==> config.mk <==
export PLATFORM = sky130hd
export DESIGN_NAME = iomem_gpio
export DESIGN_NICKNAME = d
export VERILOG_FILES = /design/src/rtl/iomem_gpio.sv
export SDC_FILE = /design/constraint.sdc
export NUM_CORES = 1
export LEC_CHECK = 0
export CAP_MARGIN = 15
export CORE_MARGIN = 8
export CORE_UTILIZATION = 49
export CTS_BUF_LIST = sky130_fd_sc_hd__clkbuf_8
export DETAILED_ROUTE_END_ITERATION = 8
export PLACE_DENSITY = 0.95
export SYNTH_ARGS = -nofsm -noshare
export SYNTH_HDL_FRONTEND = slang
export SYNTH_SLANG_ARGS = --single-unit
==> constraint.sdc <==
create_clock -name clk -period 4.55 [get_ports clk]
set_input_delay 1.1375 -clock clk [delete_from_list [all_inputs] [get_ports clk]]
set_output_delay 1.1375 -clock clk [all_outputs]
set_load 0.005 [all_outputs]
==> src/rtl/iomem_gpio.sv <==
// Memory-mapped GPIO block for a PicoRV32-style iomem bus: OUT/OE/IN registers,
// set/clear aliases, and per-pin edge-detect interrupts with write-1-to-clear pending bits.
module iomem_gpio #(
  parameter int               WIDTH     = 8,
  parameter logic [7:0]       BASE      = 8'h03,
  parameter logic [WIDTH-1:0] OUT_RESET = '0
) (
  input  logic             clk,
  input  logic             resetn,
  input  logic             iomem_valid,
  output logic             iomem_ready,
  input  logic [3:0]       iomem_wstrb,
  input  logic [31:0]      iomem_addr,
  input  logic [31:0]      iomem_wdata,
  output logic [31:0]      iomem_rdata,
  input  logic [WIDTH-1:0] gpio_in,
  output logic [WIDTH-1:0] gpio_out,
  output logic [WIDTH-1:0] gpio_oe,
  output logic             irq
);

  // Handshake: an access is accepted on the edge where valid is high, the top
  // address byte matches BASE and ready is low; ready then pulses high for exactly
  // one cycle with rdata, so a held valid yields one access every two cycles.
  logic             ready_q, ready_d;
  logic [31:0]      rdata_q, rdata_d;
  logic [WIDTH-1:0] out_q, out_d, oe_q, oe_d, en_q, en_d;
  logic [WIDTH-1:0] edge_q, edge_d, pend_q, pend_d;
  logic [WIDTH-1:0] s1_q, s2_q, s3_q;
  logic [1:0]       prime_q, prime_d;
  logic             irq_q, irq_d;

  logic             sel, wr, primed;
  logic [2:0]       idx;
  logic [31:0]      lane_mask, rd_val;
  logic [WIDTH-1:0] wmask, wbits, pend_clr, edge_det;
  logic             unused_bits;

  assign sel       = iomem_valid & ~ready_q & (iomem_addr[31:24] == BASE);
  assign wr        = sel & (|iomem_wstrb);
  assign idx       = iomem_addr[4:2];
  assign lane_mask = {{8{iomem_wstrb[3]}}, {8{iomem_wstrb[2]}},
                      {8{iomem_wstrb[1]}}, {8{iomem_wstrb[0]}}};
  assign wmask     = lane_mask[WIDTH-1:0];
  assign wbits     = iomem_wdata[WIDTH-1:0] & wmask;
  assign primed    = (prime_q == 2'd3);
  // EDGE bit 1 selects rising, 0 selects falling, on the synchronised pin.
  assign edge_det  = (edge_q & s2_q & ~s3_q) | (~edge_q & ~s2_q & s3_q);
  assign unused_bits = ^{iomem_addr[23:5], iomem_addr[1:0], iomem_wdata, lane_mask};

  always_comb begin
    rd_val = '0;
    case (idx)
      3'd0:    rd_val = 32'(out_q);
      3'd1:    rd_val = 32'(oe_q);
      3'd2:    rd_val = 32'(s2_q);
      3'd3:    rd_val = 32'(en_q);
      3'd4:    rd_val = 32'(edge_q);
      3'd5:    rd_val = 32'(pend_q);
      default: rd_val = 32'(out_q);
    endcase
  end

  always_comb begin
    out_d    = out_q;
    oe_d     = oe_q;
    en_d     = en_q;
    edge_d   = edge_q;
    pend_clr = '0;
    if (wr) begin
      case (idx)
        3'd0:    out_d    = (out_q & ~wmask) | wbits;
        3'd1:    oe_d     = (oe_q & ~wmask) | wbits;
        3'd3:    en_d     = (en_q & ~wmask) | wbits;
        3'd4:    edge_d   = (edge_q & ~wmask) | wbits;
        3'd5:    pend_clr = wbits;
        3'd6:    out_d    = out_q | wbits;
        3'd7:    out_d    = out_q & ~wbits;
        default: ;
      endcase
    end
    // A new edge wins over a same-cycle clear so no event is lost.
    pend_d  = (pend_q & ~pend_clr) | (primed ? edge_det : '0);
    prime_d = primed ? prime_q : prime_q + 2'd1;
    ready_d = sel;
    rdata_d = sel ? rd_val : rdata_q;
    irq_d   = |(pend_q & en_q);
  end

  always_ff @(posedge clk) begin
    if (!resetn) begin
      ready_q <= 1'b0;
      rdata_q <= '0;
      out_q   <= OUT_RESET;
      oe_q    <= '0;
      en_q    <= '0;
      edge_q  <= '0;
      pend_q  <= '0;
      s1_q    <= '0;
      s2_q    <= '0;
      s3_q    <= '0;
      prime_q <= '0;
      irq_q   <= 1'b0;
    end else begin
      ready_q <= ready_d;
      rdata_q <= rdata_d;
      out_q   <= out_d;
      oe_q    <= oe_d;
      en_q    <= en_d;
      edge_q  <= edge_d;
      pend_q  <= pend_d;
      s1_q    <= gpio_in;
      s2_q    <= s1_q;
      s3_q    <= s2_q;
      prime_q <= prime_d;
      irq_q   <= irq_d;
    end
  end

  assign iomem_ready = ready_q;
  assign iomem_rdata = rdata_q;
  assign gpio_out    = out_q;
  assign gpio_oe     = oe_q;
  assign irq         = irq_q;

endmodule

## Word-level counts from Yosys, hierarchy flattened

Cells that the tools add are included.

- Input bits: 79
- Flip-flop bits (word level): 100
- Output and inout port bits: 50

- Equality and inequality tests: 9
- $add $sub $neg: 1
- Reduce and logical (&&, ||, !) cells: 8
- Bitwise operators: 29
- Multiplexer cells: 5

Operators by type and width:

| cell | number |
|---|---|
| AND 8 bit | 12 |
| OR 8 bit | 7 |
| inverter 8 bit | 6 |
| one-hot mux 8 bit (5 select lines) | 1 |
| two-way mux 8 bit | 3 |
| one-hot mux 8 bit (3 select lines) | 1 |
| == test 3 bit, second input constant | 4 |
| == test 8 x 2 -> 1 bit, second input constant | 1 |
| AND reduction 2 bit | 4 |
| OR reduction 8 bit | 1 |
| == test 3 x 2 -> 1 bit, second input constant | 2 |
| OR reduction 4 bit | 1 |
| AND 1 bit | 3 |
| == test 3 x 1 -> 1 bit, second input constant | 1 |
| zero test 3 bit | 1 |
| nonzero test 3 bit | 1 |
| adder 2 x 1 -> 2 bit, second input constant | 1 |
| == test 2 bit, second input constant | 1 |
| inverter 1 bit | 1 |

## Longest topological paths before layout

- Depth in word-level cells: 8
- Mapped depth: 6
- Mapped depth without buffers: 4

## Least setup slack after synthesis

Ideal clock, no wire load.

- Kind: in2reg
- From: input port iomem_addr[27]
- To: register (tool-made name)
- Library setup time: 0.128 ns
- Cell stages on the path: 4
- Required time: 4.422 ns
- Buffers on the path: 0
- Data arrival time: 2.485 ns
- Path slack: 1.938 ns
- Cells stage by stage: or4_4 > nor4_4 > mux2i_1 > nor2_1

RTL lines:

| what | line | RTL |
|---|---|---|
| start: declaration | 13 | `input logic [31:0] iomem_addr,` |

==> results.toml <==
[pwr]
ir_worst_vdd_mv = 0.171
combPwrFrac = 0.093
p_switching_mw = 0.318
intPower_mw = 1.05
power.density_nw_per_um2 = 321
seq_power_share = 0.500
leakagePower_nw = 1.68
switching_share = 0.232
clockPowerShare = 0.406

[floorplan]
core.rowCount = 30
die_h_um = 99.9
initial_core_util = 0.508
core-area_um2 = 6790
die_x_um = 99.9
io_pins = 129
die-area_um2 = 9980

[timing]
fin_skew_ns = 0.00937
fin_ws_ns = 1.36
slew_headroom = 0.449
setup_viol = 0
drv_slew = 0
timing.hold.ws_ns = 0.434
setup_tns_ns = 0
hold_viol_final = 0
worst_slew_pin_slew_ns = 0.824
period_minus_slack_ns = 3.19
rsz0062_at_grt = "false"
min_period_over_period = 0.701
max_freq_ghz = 0.314

[worst_setup_path]
rr_worst_depth = 5
cp_max_fo = 13
r2r_slack_ns = 2.61
r2r-end = "gpio_out[4]$_SDFFE_PN0P_"
max_stage_delay_ns = 0.81
end_kind = "flop"
cp_cell_sequence = "clkdlybuf4s50_1 -> nor4bb_1 -> nand4_1 -> mux2i_1 -> nor2_1"
r2r-start = "iomem_ready$_SDFF_PN0_"
startpoint_type = "primary input"
required_ns = 4.78
cpMaxStageDelayCell = "clkdlybuf4s50_1"
critical_path_class = "primary input to flop"
arrival_ns = 3.42

[run_status]
failed_checks = "DRC"
status = "complete, but fails checks"

[layout]
diodes = 0
nFillCells = 558
drive_gt1_frac = 0.0599
num-nets-final = 526
seqCellArea_um2 = 1520
final_common_cell = "dfxtp_1"
final_cell_mix = "dfxtp_1 (76), clkdlybuf4s50_1 (59), nor2_1 (52)"
area_delta_synth_final_pct = 23.8
multi_input_area_um2 = 1750
final_area_um2 = 4270

[clock_network]
clk_latency_ns = 0.35
cts_max_level = 3
numCtsBuffers = 9
cts.sinks = 76
post_cts_resized = 0
cts_tree = "done"
post_cts_buffers = 0
cts_max_path_buffers = 2
root_buffer = "clkbuf_8"
clk_pin_slew_worst_paths_ns = 0.07
cts_hold_buf = 0

[drt]
first_iter_violations = 301
firstDrtPassIters = 7
vias = 3063
wl_per_cell_um = 16.5
drt-total-wl_um = 9050
viasPerCell = 5.60
ant_nets = 0
drcViolationCount = 1

[yosys]
syn-instance-count = 389
synthesis.area_um2 = 3450
synth_cell_types = 38
ys_ff_latch = 76
avgSynthCellArea_um2 = 8.86
ys_seq_area_frac = 0.441
yosys_warnings = 0

[grt]
grt_pass1_vias = 2930
antenna_found_initial = 0
grt_pass1_wl_um = 14500
grt_max_degree = 42
grt-ovfl-total = 0
grt_usage = 0.182

[placed_design]
hpwl_um = 6440
placed_area_um2 = 4050
post-place-ws_ns = 1.08
place_congestion = 0.892
portBuffers = 59

[job]
cap_violations = 0

[worst_hold_path]
hold_depth = 1
min_from = "s1_q[1]$_SDFF_PN0_"
whs_endpoint = "s2_q[1]$_SDFF_PN0_"
hp-class = "flop to flop"
[how the worst max path moves through the flow]
| stage | end | from | slack, ns |
|---|---|---|---|
| 2_1_floorplan | flop | iomem_addr[27] | 1.94 |
| 3_3_place_gp | flop | iomem_wstrb[0] | 1.16 |
| 3_5_place_dp | flop | iomem_wstrb[0] | 1.08 |
| 4_1_cts | gpio_out[4]$_SDFFE_PN0P_ | iomem_wstrb[0] | 1.43 |
| 5_1_grt | gpio_out[4]$_SDFFE_PN0P_ | iomem_wstrb[0] | 1.32 |
| 6_report | flop | iomem_wstrb[0] | 1.36 |
[area by class of cell]
cell class | instances | share of cell area
inverters | 1 | 0.000880
flip-flops and latches | 76 | 0.356
clock buffers | 10 | 0.0322
well taps | 96 | 0.0281
multi-input cells | 291 | 0.411
clock inverters | 6 | 0.0188
repair buffers | 67 | 0.152
[metal layers]
metal	wire (µm)	vias to the layer above	GRT usage
li1	-	1442	-
met1	3540	1403	0.206
met2	4260	193	0.305
met3	1030	25	0.0574
met4	223	0	0.0815
met5	0	-	0
[kinds of logic (layout without fill, tap and decap cells)]
logic type	count (synthesis)	count (layout)	share of synthesized area
compound gates	91	91	0.171
fa+ha+maj	1	1	0.00363
other cells	1	24	0.00109
flops	76	76	0.441
mux	29	29	0.0842
buf+inv	45	84	0.0751
xor+xnor	2	2	0.00508
simple gates	144	144	0.218
[synthesized netlist by cell type]
cell type | instances | area [µm²]
or4_1 | 2 | 15.0
o21ai_0 | 24 | 120
nor4_4 | 2 | 42.5
a21oi_1 | 17 | 85.1
inv_1 | 1 | 3.75
nand2_1 | 35 | 131
o21bai_1 | 4 | 30.0
dfxtp_1 | 76 | 1520
nand3b_1 | 1 | 7.51
nor4b_1 | 4 | 35.0
buf_1 | 2 | 7.51
buf_4 | 24 | 180
ha_1 | 1 | 12.5
nand4_1 | 3 | 18.8
mux2i_1 | 29 | 290
nand4b_1 | 2 | 17.5
o311ai_0 | 8 | 70.1
nand2b_1 | 5 | 31.3
a41oi_1 | 1 | 8.76
conb_1 | 1 | 3.75
clkbuf_1 | 18 | 67.6
a21o_1 | 4 | 30.0
and4b_1 | 1 | 10.0
o21a_1 | 4 | 30.0
and2_1 | 25 | 156
nor3_1 | 1 | 5.00
a211oi_1 | 8 | 60.1
or4_4 | 1 | 11.3
a222oi_1 | 4 | 40.0
a22oi_1 | 8 | 60.1
nor4bb_1 | 2 | 20.0
a31oi_1 | 1 | 6.26
nor2_1 | 52 | 195
or2_2 | 1 | 6.26
xor2_1 | 2 | 17.5
nor4_2 | 1 | 12.5
nor2b_1 | 6 | 37.5
o22ai_1 | 8 | 50.1
[critical path, delay by kind of cell]
kind,cells,cell delay (ns)
buffers and inverters,1,0.81
muxes,1,0.37
and+or+nand+nor,3,1.09
[power by group through the flow]
| stage | combinational (mW) | clock, mW | sequential [mW] |
|---|---|---|---|
| floorplan | 0.0841 | 0 | 0.699 |
| global placement | 0.119 | 0 | 0.700 |
| detailed placement | 0.125 | 0 | 0.701 |
| CTS | 0.126 | 0.561 | 0.686 |
| global route | 0.139 | 0.598 | 0.687 |
| finish | 0.128 | 0.557 | 0.686 |
[through the flow]
step                 util  total power, mW  std cells
floorplan               -            0.783        412
global placement    0.596            0.819        531
detailed placement  0.596            0.826        531
CTS                 0.628             1.37        547
global route        0.628             1.42        547
finish              0.628             1.37        547
Power figures use the tool's default switching activity.
